--- src/rtl/fifo_stream_reader_if.sv ---
// Read-port and stream-side signals of fifo_stream_reader, grouped for port binding.
interface fifo_stream_reader_if #(
    parameter int unsigned DATA_WIDTH = 16,
    parameter int unsigned CNT_WIDTH  = 16
);
    logic                  fifo_empty_i;
    logic                  fifo_rd_o;
    logic [DATA_WIDTH-1:0] fifo_q_i;
    logic                  flush_i;
    logic [DATA_WIDTH-1:0] data_o;
    logic                  valid_o;
    logic                  ready_i;
    logic                  last_o;
    logic [CNT_WIDTH-1:0]  burst_cnt_o;

    // Reader side: consumes the FIFO read port, produces the stream.
    modport slave (
        input  fifo_empty_i,
        input  fifo_q_i,
        input  flush_i,
        input  ready_i,
        output fifo_rd_o,
        output data_o,
        output valid_o,
        output last_o,
        output burst_cnt_o
    );

    // Environment side: FIFO plus downstream consumer.
    modport master (
        output fifo_empty_i,
        output fifo_q_i,
        output flush_i,
        output ready_i,
        input  fifo_rd_o,
        input  data_o,
        input  valid_o,
        input  last_o,
        input  burst_cnt_o
    );
endinterface

--- src/rtl/fifo_stream_reader.sv ---
// Turns a 1-cycle-latency FIFO read port into a full-throughput valid/ready
// stream using a 2-entry skid buffer, and tags burst boundaries with last_o.
module fifo_stream_reader #(
    parameter int unsigned DATA_WIDTH = 16,
    parameter int unsigned BURST_LEN  = 64,
    parameter int unsigned CNT_WIDTH  = 16
) (
    input  logic                 clk_i,
    input  logic                 rst_i,
    fifo_stream_reader_if.slave  bus
);
    localparam int unsigned        LAST_IDX = (BURST_LEN == 0) ? 0 : BURST_LEN - 1;
    localparam logic [CNT_WIDTH-1:0] LAST_CNT = CNT_WIDTH'(LAST_IDX);
    localparam logic               LAST_EN  = (BURST_LEN != 0);

    // Skid buffer: head_q is the oldest word, tail_q the second one.
    logic [DATA_WIDTH-1:0] head_q, head_d;
    logic [DATA_WIDTH-1:0] tail_q, tail_d;
    logic [1:0]            count_q, count_d;
    logic                  inflight_q, inflight_d;
    logic [CNT_WIDTH-1:0]  burst_cnt_q, burst_cnt_d;

    logic                  pop_c;
    logic                  rd_c;
    logic [1:0]            after_pop_c;
    logic [2:0]            pending_c;

    // Read issue: occupancy after this cycle's pop plus the word in flight must leave a free slot.
    always_comb begin
        pop_c       = (count_q != 2'd0) && bus.ready_i;
        after_pop_c = count_q - 2'(pop_c);
        pending_c   = 3'(after_pop_c) + 3'(inflight_q);
        rd_c        = !bus.fifo_empty_i && !rst_i && !bus.flush_i && (pending_c < 3'd2);
    end

    // Next state: pop shifts the buffer, then the returning read word lands in the first free slot.
    always_comb begin
        head_d      = head_q;
        tail_d      = tail_q;
        count_d     = pending_c[1:0];
        inflight_d  = rd_c;
        burst_cnt_d = burst_cnt_q;

        if (pop_c) begin
            head_d = tail_q;
            if (LAST_EN && (burst_cnt_q == LAST_CNT)) begin
                burst_cnt_d = '0;
            end else begin
                burst_cnt_d = burst_cnt_q + CNT_WIDTH'(1);
            end
        end

        if (inflight_q) begin
            if (after_pop_c == 2'd0) begin
                head_d = bus.fifo_q_i;
            end else begin
                tail_d = bus.fifo_q_i;
            end
        end

        // Flush discards everything held or returning; a coinciding pop is not counted.
        if (bus.flush_i) begin
            count_d     = 2'd0;
            inflight_d  = 1'b0;
            burst_cnt_d = '0;
        end
    end

    // State register with synchronous reset.
    always_ff @(posedge clk_i) begin
        if (rst_i) begin
            head_q      <= '0;
            tail_q      <= '0;
            count_q     <= 2'd0;
            inflight_q  <= 1'b0;
            burst_cnt_q <= '0;
        end else begin
            head_q      <= head_d;
            tail_q      <= tail_d;
            count_q     <= count_d;
            inflight_q  <= inflight_d;
            burst_cnt_q <= burst_cnt_d;
        end
    end

    // A returning word must always find a free slot.
    always_ff @(posedge clk_i) begin
        if (!rst_i && !bus.flush_i && inflight_q) begin
            assert (after_pop_c != 2'd2);
        end
    end

    // Stream outputs decode directly from registered state.
    assign bus.fifo_rd_o   = rd_c;
    assign bus.data_o      = head_q;
    assign bus.valid_o     = (count_q != 2'd0);
    assign bus.last_o      = LAST_EN && (count_q != 2'd0) && (burst_cnt_q == LAST_CNT);
    assign bus.burst_cnt_o = burst_cnt_q;

endmodule

--- src/flat_wrapper.sv ---
// flat-port wrapper written by rule: the top's interface ports become plain ports
module fifo_stream_reader_flat 
#(
    parameter int unsigned DATA_WIDTH = 16,
    parameter int unsigned BURST_LEN  = 64,
    parameter int unsigned CNT_WIDTH  = 16
)
  (clk_i, rst_i, bus_fifo_empty_i, bus_fifo_q_i, bus_flush_i, bus_ready_i, bus_fifo_rd_o, bus_data_o, bus_valid_o, bus_last_o, bus_burst_cnt_o);
  fifo_stream_reader_if #(.DATA_WIDTH(DATA_WIDTH), .CNT_WIDTH(CNT_WIDTH)) bus_i ();
  input  logic clk_i;
  input  logic rst_i;
  input wire logic [$bits(bus_i.fifo_empty_i)-1:0] bus_fifo_empty_i;
  input wire logic [$bits(bus_i.fifo_q_i)-1:0] bus_fifo_q_i;
  input wire logic [$bits(bus_i.flush_i)-1:0] bus_flush_i;
  input wire logic [$bits(bus_i.ready_i)-1:0] bus_ready_i;
  output wire logic [$bits(bus_i.fifo_rd_o)-1:0] bus_fifo_rd_o;
  output wire logic [$bits(bus_i.data_o)-1:0] bus_data_o;
  output wire logic [$bits(bus_i.valid_o)-1:0] bus_valid_o;
  output wire logic [$bits(bus_i.last_o)-1:0] bus_last_o;
  output wire logic [$bits(bus_i.burst_cnt_o)-1:0] bus_burst_cnt_o;
  assign bus_i.fifo_empty_i = bus_fifo_empty_i;
  assign bus_i.fifo_q_i = bus_fifo_q_i;
  assign bus_i.flush_i = bus_flush_i;
  assign bus_i.ready_i = bus_ready_i;
  assign bus_fifo_rd_o = bus_i.fifo_rd_o;
  assign bus_data_o = bus_i.data_o;
  assign bus_valid_o = bus_i.valid_o;
  assign bus_last_o = bus_i.last_o;
  assign bus_burst_cnt_o = bus_i.burst_cnt_o;
  fifo_stream_reader #(.DATA_WIDTH(DATA_WIDTH), .BURST_LEN(BURST_LEN), .CNT_WIDTH(CNT_WIDTH)) u_core (.clk_i(clk_i), .rst_i(rst_i), .bus(bus_i));
endmodule
--- config.mk ---
export PLATFORM = sky130hd
export DESIGN_NAME = fifo_stream_reader_flat
export DESIGN_NICKNAME = d
export VERILOG_FILES = /design/src/rtl/fifo_stream_reader_if.sv /design/src/rtl/fifo_stream_reader.sv /design/src/flat_wrapper.sv
export SDC_FILE = /design/constraint.sdc
export NUM_CORES = 1
export LEC_CHECK = 0
export CORE_MARGIN = 8
export CORE_UTILIZATION = 52
export DETAILED_ROUTE_END_ITERATION = 7
export PLACE_DENSITY = 0.84
export SYNTH_ARGS = -nofsm -noshare
export SYNTH_HDL_FRONTEND = slang
export SYNTH_SLANG_ARGS = --single-unit
--- constraint.sdc ---
create_clock -name clk_i -period 5.1 [get_ports clk_i]
set_clock_uncertainty 0.1 [all_clocks]
set_input_delay 0.765 -clock clk_i [delete_from_list [all_inputs] [get_ports clk_i]]
set_output_delay 0.765 -clock clk_i [all_outputs]
set_load 0.1 [all_outputs]
### After elaboration in Yosys (flattened, before gate mapping)

Cells that the tools add are included.

* $add $sub $neg: 3
* $lt $le $gt $ge: 1
* equal/unequal tests: 1
* mux-type cells: 4
* bitwise logic cells: 1
* reductions and logical operators: 12

Operator list (number)
* 16-bit 2-to-1 mux: 4
* 16-bit by 1-bit adder with 16-bit output (second input constant): 1
* 16-bit by 6-bit equality test with 1-bit output (second input constant): 1
* 1-bit logical AND: 5
* 2-bit by 1-bit adder with 3-bit output: 1
* 1-bit logical NOT: 3
* 3-bit by 2-bit less-than comparator with 1-bit output (second input constant): 1
* 2-bit logical NOT: 1
* 2-bit AND reduction: 1
* 2-bit nonzero test: 1
* 2-bit OR reduction: 1
* 2-bit by 1-bit subtractor with 2-bit output: 1
* 1-bit inverter: 1

* register bits: 51
* output and inout port bits: 35

### Longest topological paths before layout

* word-level depth: 6
* mapped depth: 7
* mapped depth without buffers: 6

### Worst setup path after synthesis

OpenSTA, ideal clock, no wires.

* path type: input port to output port
* from: input bus_ready_i
* to: output bus_fifo_rd_o
* arrival: 4.379 ns
* setup slack: -0.144 ns
* cell stages on the path: 6
* buffers on the path: 0
* cell sequence: nor2b_1 -> nand2b_1 -> ha_1 -> inv_1 -> ha_1 -> nor4b_1

* longest elaborated chain between the ends: 5

RTL lines
* start, declared: RTL line flat_wrapper.sv:15 `input wire logic [$bits(bus_i.ready_i)-1:0] bus_ready_i;`
* 1-bit logical AND: RTL line fifo_stream_reader.sv:30 `pop_c = (count_q != 2'd0) && bus.ready_i;`
* 2-bit by 1-bit subtractor with 2-bit output: RTL line fifo_stream_reader.sv:31 `after_pop_c = count_q - 2'(pop_c);`
* 2-bit by 1-bit adder with 3-bit output: RTL line fifo_stream_reader.sv:32 `pending_c = 3'(after_pop_c) + 3'(inflight_q);`
* 3-bit by 2-bit less-than comparator with 1-bit output: RTL line fifo_stream_reader.sv:33 `rd_c = !bus.fifo_empty_i && !rst_i && !bus.flush_i && (pending_c < 3'd2);`
* 1-bit logical AND: RTL line fifo_stream_reader.sv:33
* end, declared: RTL line flat_wrapper.sv:16 `output wire logic [$bits(bus_i.fifo_rd_o)-1:0] bus_fifo_rd_o;`

Every way passes these cells.

### Worst setup path after layout

* from: register u_core.burst_cnt_q[3] (netlist: u_core.bus.burst_cnt_o[3])
* to: output bus_last_o

* longest elaborated chain between the ends: 2

RTL lines
* start, declared: RTL line fifo_stream_reader.sv:21 `logic [CNT_WIDTH-1:0] burst_cnt_q, burst_cnt_d;`
* start signal, assigned: RTL line fifo_stream_reader.sv:82 `burst_cnt_q <= burst_cnt_d;`
* 16-bit by 6-bit equality test with 1-bit output: RTL line fifo_stream_reader.sv:97 `assign bus.last_o = LAST_EN && (count_q != 2'd0) && (burst_cnt_q == LAST_CNT);`
* 1-bit logical AND: RTL line fifo_stream_reader.sv:97
* end, declared: RTL line flat_wrapper.sv:19 `output wire logic [$bits(bus_i.last_o)-1:0] bus_last_o;`

Every way passes these cells.

==> results by group <==
Flow run
  – Max cap viols: 0

Place
  – Number of port buffers: 55
  – Detailed placer's ending HPWL: 3530 um
  – GP Congestion: 0.807
  – DP Area: 2770 um^2

Timing
  – Fin crit share: 0.686
  – Final setup viols: 0
  – RSZ-0062 raised after global routing: no
  – Final min period: 3.50 ns
  – Final hold viol count: 0
  – Final hold slack: 0.359 ns
  – Setup TNS Final: 0 ns
  – Slew HR: 0.310
  – Max Freq: 0.286 GHz
  – Max-slew violations: 0
  – Actual slew at the worst max-slew pin: 1.03 ns

Synth
  – Syn Std Cell Area: 2180 um^2
  – Prevailing post-synth register cell: dfxtp_1
  – Fraction of registers with async set/reset: 0
  – Largest family of logic cells by synthesized area: simple AND/OR/NAND/NOR gates
  – Synth Area in Compound Gates: 0.132
  – Seq/Total Area, Yosys: 0.467
  – Synth warn: 0
  – Synthesized Nets: 276
  – Mux contribution to synthesized area: 0.0733
  – Adder-Cell Fraction of Synth Area: 0.0172
  – EDFF count, synth: 0
  – Post-Synth XOR/XNOR Area: 0.0441
  – Cells after synthesis: 252
  – Flops & latches, synth: 51
  – Post-Syn Area per Cell: 8.67 um^2
  – Yosys cell types: 37
  – Simple-gate share of the synthesized area: 0.230

Setup path
  – CP endpoint kind: primary output
  – CP Launch Type: flop
  – RR Endpoint: u_core.bus.burst_cnt_o[8]$_SDFFE_PP0P_
  – CP startpoint: u_core.bus.burst_cnt_o[3]$_SDFFE_PP0P_
  – Worst R2R Path Depth: 4
  – WP data arrival: 2.63 ns
  – Worst r2r src: u_core.bus.burst_cnt_o[3]$_SDFFE_PP0P_
  – Max FO, Critical Path: 7
  – Worst EP required: 4.24 ns
  – Flop-to-flop setup slack: 2.87 ns
  – Worst Setup EP: bus_last_o
  – Setup CP Type: flop to primary output

Die
  – Die H: 80.8 um
  – Die Wd: 80.8 um
  – Cell Rows: 23
  – Starting Density: 0.542
  – Die area: 6530 um^2
  – I/O Pins: 56
  – CORE AREA: 4030 um^2

Final layout
  – Ratio of cells with drive above 1 in the final layout: 0.0592
  – Multi-input logic area: 1090 um^2
  – Fillers: 329
  – P&R area growth vs syn: 32.8%
  – Finished Core Util: 0.720
  – Final #Nets: 327
  – Antenna Cells: 0
  – Most common cell after layout, fill and taps aside: clkdlybuf4s50_1
  – Register area: 1020 um^2
  – Most frequent cells in the layout: clkdlybuf4s50_1, dfxtp_1, nand2_1
  – Final Cell Area: 2900 um^2

Clock network
  – CTS tree: built
  – Clk buf depth: 2
  – Root Driver: clkbuf_8
  – CTS clock-pin slew for the worst setup and hold paths: 0.08 ns
  – # H-tree levels: 2
  – Later-pin clock latency in the skew report: 0.30 ns
  – Post-CTS Hold Buffers: 0
  – Post-CTS sizing: 0
  – Clock Sinks: 51
  – Setup Fix Bufs, Post-CTS: 0
  – CTS buffer count: 5

Hold path
  – Worst hold path class: flop to flop

Global routing
  – Total gr overflow: 0
  – GRT Total Usage: 0.157
  – Initial antenna violation count: 0
  – First-pass GRT wire length: 8380 um
  – Vias in the first global route: 1883
  – Largest net degree at the start of global routing: 36

Power and ir drop
  – Leak: 1.05 nW
  – Worst VDD drop: 239 uV
  – P per Cell Area: 292 nW/um^2

Detailed routing
  – Routed WL: 5100 um
  – Starting DRC count in detailed routing: 97
  – Post-route DRC: 0
  – Vias: 1897
  – DRT Pass-1 Iters: 4
  – DRT antenna net count: 0
  – Avg WL per Cell: 14.4 um
  – Vias/cell: 5.36

Run status
  – Status: finished, final reports clean
state kept, by name, summed over array words and instances (netlist names):
name and flops:
u_core.bus.burst_cnt_o 16, u_core.bus.data_o 16, u_core.count_q 2, u_core.inflight_q 1
u_core.tail_q 16
worst max-delay path, cell delays in order, from the launching register on:
cell	delay, ns
dfxtp_1	0.46
nand4_1	0.25
nand4b_1	0.33
nor2b_1	0.15
clkdlybuf4s50_1	1.14
metrics by stage:
| step | std cells | setup slack (ns) | total power, W |
|---|---|---|---|
| floorplan | 252 | 1.19 | 0.000489 |
| global placement | 346 | 1.78 | 0.000526 |
| detailed placement | 346 | 1.73 | 0.000526 |
| CTS | 354 | 1.59 | 0.000851 |
| global route | 354 | 1.48 | 0.000873 |
| finish | 354 | 1.60 | 0.000846 |
power by group:
part           internal, W  total, W  switching, W
combinational    0.0000334  0.000107     0.0000740
sequential        0.000405  0.000410    0.00000447
clock             0.000196  0.000329      0.000134
cell families (layout without fill, tap and decap cells):
logic type,count (synthesis),in the layout
AO/OA/AOI/OAI,46,46
XOR/XNOR,11,11
adder cells (fa/ha/maj),3,3
buffers and inverters,19,71
flip-flops,51,51
multiplexers,16,16
AND/OR/NAND/NOR,106,106
synth_stat cells (all sizes together), types with 2 or more instances:
cell type	count	area [um^2]
dfxtp	51	1020
nand2	39	146
nor2	33	124
a21oi	18	90.1
a211oi	17	128
mux2i	16	160
xnor2	10	87.6
clkbuf	9	33.8
nor4	6	37.5
o21ai	6	33.8
buf	5	25.0
inv	5	18.8
nand3	4	25.0
nand4	4	25.0
ha	3	37.5
nor3	3	15.0
or3	3	28.8
a21boi	2	15.0
and2	2	12.5
nor2b	2	12.5
nor4b	2	17.5
or2	2	12.5
how the worst min path moves through the flow:
| stage | start | end | slack, ns | depth (start not counted) |
|---|---|---|---|---|
| after floorplan | u_core.tail_q[0]$_SDFFE_PP0P_ | u_core.tail_q[0]$_SDFFE_PP0P_ | 0.34 | 2 |
| after global placement | u_core.tail_q[8]$_SDFFE_PP0P_ | u_core.tail_q[8]$_SDFFE_PP0P_ | 0.34 | 2 |
| after detailed placement | u_core.tail_q[12]$_SDFFE_PP0P_ | u_core.tail_q[12]$_SDFFE_PP0P_ | 0.35 | 2 |
| after CTS | u_core.tail_q[9]$_SDFFE_PP0P_ | u_core.tail_q[9]$_SDFFE_PP0P_ | 0.36 | 2 |
| after global routing | u_core.tail_q[12]$_SDFFE_PP0P_ | u_core.tail_q[12]$_SDFFE_PP0P_ | 0.38 | 2 |
| final | u_core.tail_q[9]$_SDFFE_PP0P_ | u_core.tail_q[9]$_SDFFE_PP0P_ | 0.36 | 2 |
metal layers:
layer | global-route usage | wire [um] | vias up
met3 | 0.0453 | 286 | 6
met5 | 0 | 0 | -
met2 | 0.268 | 2490 | 47
li1 | - | - | 968
met1 | 0.186 | 2280 | 876
met4 | 0.0446 | 49 | 0
final cells by class:
type | instances | share of cell area
Timing Repair Buffer | 58 | 0.197
Inverter | 5 | 0.00647
Multi-Input combinational cell | 182 | 0.376
Tap cell | 50 | 0.0216
Clock buffer | 5 | 0.0237
Clock inverter | 3 | 0.0233
Sequential cell | 51 | 0.352
(Power assumes the default switching activity.)
==> patch, RTL diff (config.mk and constraints unchanged) <==
`DATA_WIDTH` is set to 16 in 3 places; all go to 32.
--- a/src/rtl/fifo_stream_reader_if.sv
+++ b/src/rtl/fifo_stream_reader_if.sv
@@ -1,6 +1,6 @@
 // Read-port and stream-side signals of fifo_stream_reader, grouped for port binding.
 interface fifo_stream_reader_if #(
-    parameter int unsigned DATA_WIDTH = 16,
+    parameter int unsigned DATA_WIDTH = 32,
     parameter int unsigned CNT_WIDTH  = 16
 );
     logic                  fifo_empty_i;
--- a/src/rtl/fifo_stream_reader.sv
+++ b/src/rtl/fifo_stream_reader.sv
@@ -1,7 +1,7 @@
 // Turns a 1-cycle-latency FIFO read port into a full-throughput valid/ready
 // stream using a 2-entry skid buffer, and tags burst boundaries with last_o.
 module fifo_stream_reader #(
-    parameter int unsigned DATA_WIDTH = 16,
+    parameter int unsigned DATA_WIDTH = 32,
     parameter int unsigned BURST_LEN  = 64,
     parameter int unsigned CNT_WIDTH  = 16
 ) (
--- a/src/flat_wrapper.sv
+++ b/src/flat_wrapper.sv
@@ -1,7 +1,7 @@
 // flat-port wrapper written by rule: the top's interface ports become plain ports
 module fifo_stream_reader_flat 
 #(
-    parameter int unsigned DATA_WIDTH = 16,
+    parameter int unsigned DATA_WIDTH = 32,
     parameter int unsigned BURST_LEN  = 64,
     parameter int unsigned CNT_WIDTH  = 16
 )
Ports: changed (resized bus_data_o and bus_fifo_q_i); port bits go from 56 to 88. No check against the original RTL was run, so the function may have changed too.
==> patch against the original RTL <==
Global-route usage increased by 1.9 points; final area increased by 57%; wire length increased by 66%; synthesized area increased by 58%; setup slack got worse by 0.12 ns; combinational power increased by 90%; power increased by 54%; sequential cell count increased by 32; largest power group unchanged.
==> patch: results (changes against the original RTL) <==
Avg WL per Cell=15.21 µm (+5.6%); crit path to=bus_last_o; fillcell total=492 (+50%); Top FF cell, synth=dfxtp_1; RePlAce Congestion=0.8822 (+9.4%); Hold WS=0.3538 ns (-0.005074 ns); worst slew pin tran=0.9970 ns (-0.03774 ns); Post-Syn Nets=437 (+58%); WHS Endpoint=u_core.tail_q[21]$_SDFFE_PP0P_; commonest cells in the netlist=dfxtp_1, nand2_1, nor2_1; worst setup path startpoint=u_core.bus.burst_cnt_o[5]$_SDFFE_PP0P_; Seq/Total Area, Yosys=0.4815 (+0.01415); dpl hpwl=5.767 mm (+63%); Root Buffer=clkbuf_8; share of post-route cells with drive strength above 1=0.06667 (+0.007456); Clk pin slew, worst setup/hold paths=0.08 ns (about the same); H-tree depth=3 (+1); DR iter-0 viols=147 (+52%); Tightest Hold Check Type=reg -> reg; largest cells by area after synthesis=dfxtp_1, mux2i_1, nand2_1; Crit Path Max Fanout=7 (unchanged); first-pass GRT wire length=14.22 mm (+70%); synth unique cells=37 (unchanged); largest net degree at the start of global routing=68 (+89%); postcts setup bufs=0 (unchanged); n_diodes=0 (unchanged); hold path start=u_core.tail_q[21]$_SDFFE_PP0P_; Critical Path AT=2.75 ns (+0.12 ns); clk_lat worst skew=0.34 ns (+0.04 ns); Static Leak=1.707 nW (+63%); antenna violations before repair=0 (unchanged); IO buf count=87 (+58%); Total Routing Usage GR=0.1752 (+0.01861); Post-synth ARST share=0 (unchanged); Nets=515 (+57%); First-pass DRT Iterations=4 (unchanged); Final Hold Viols=0 (unchanged); Worst R2R End=u_core.bus.burst_cnt_o[5]$_SDFFE_PP0P_; Hold Path Depth=2 (unchanged); status=finished, final reports clean; vias per cell=5.562 (+3.8%); Peak VDD IR=0.0001914 V (-20%); Yosys warnings=0 (unchanged); CTS max path bufs=2 (unchanged); number of CTS-inserted buffers=9 (+4); post-cts resize count=0 (unchanged); R2R Setup Slk=2.89 ns (+0.02 ns); vias in the first global route=3005 (+60%); reg2reg path depth=4 (unchanged)
patch: worst max-delay path: stages, from the launching register on:
cell,delay [ns]
dfxtp_1,0.45
nor4bb_1,0.45
nand4_1,0.22
nor2b_1,0.16
clkdlybuf4s50_1,1.14
patch: per-stage QoR:
step           instances    util  area [µm²]  total power [mW]  worst slack [ns]
2_1_floorplan        397       -        3457            0.8192             1.243
3_3_place_gp         541  0.6844        4370            0.8866             1.578
3_5_place_dp         541  0.6844        4370            0.8884             1.534
4_1_cts              557  0.7132        4554             1.315             1.457
5_1_grt              557  0.7132        4554             1.353             1.322
6_report             557  0.7132        4554             1.307             1.481
patch: where the power goes:
part	switching, mW	internal [mW]	leakage [nW]
registers	0.00865	0.662	0.673
logic	0.142	0.0615	0.945
clock network	0.240	0.194	0.0893
total	0.391	0.917	1.71
patch: cell families (layout without fill, tap and decap cells):
logic type,count (synthesis),count (layout),synth area share
AO/OA/AOI/OAI,79,79,0.1497
adder cells (fa/ha/maj),3,3,0.01088
flip-flops,83,83,0.4815
buffers and inverters,31,114,0.03553
XOR/XNOR,11,11,0.02792
multiplexers,32,32,0.09282
AND/OR/NAND/NOR,158,158,0.2016
patch: area by class of cell:
cell class	instances	area share
clock buffer	10	0.03022
clock inverter	6	0.01016
inverter	7	0.005769
multi-input combinational	283	0.3717
sequential	83	0.3648
tap	77	0.02115
timing repair buffer	91	0.1962
patch: metal layers:
layer | vias up | track usage | share of wire
li1 | 1530 | - | -
met1 | 1480 | 0.2191 | 0.44
met2 | 82 | 0.2850 | 0.50
met3 | 6 | 0.05050 | 0.054
met4 | 0 | 0.04895 | 0.0070
met5 | - | 0 | 0
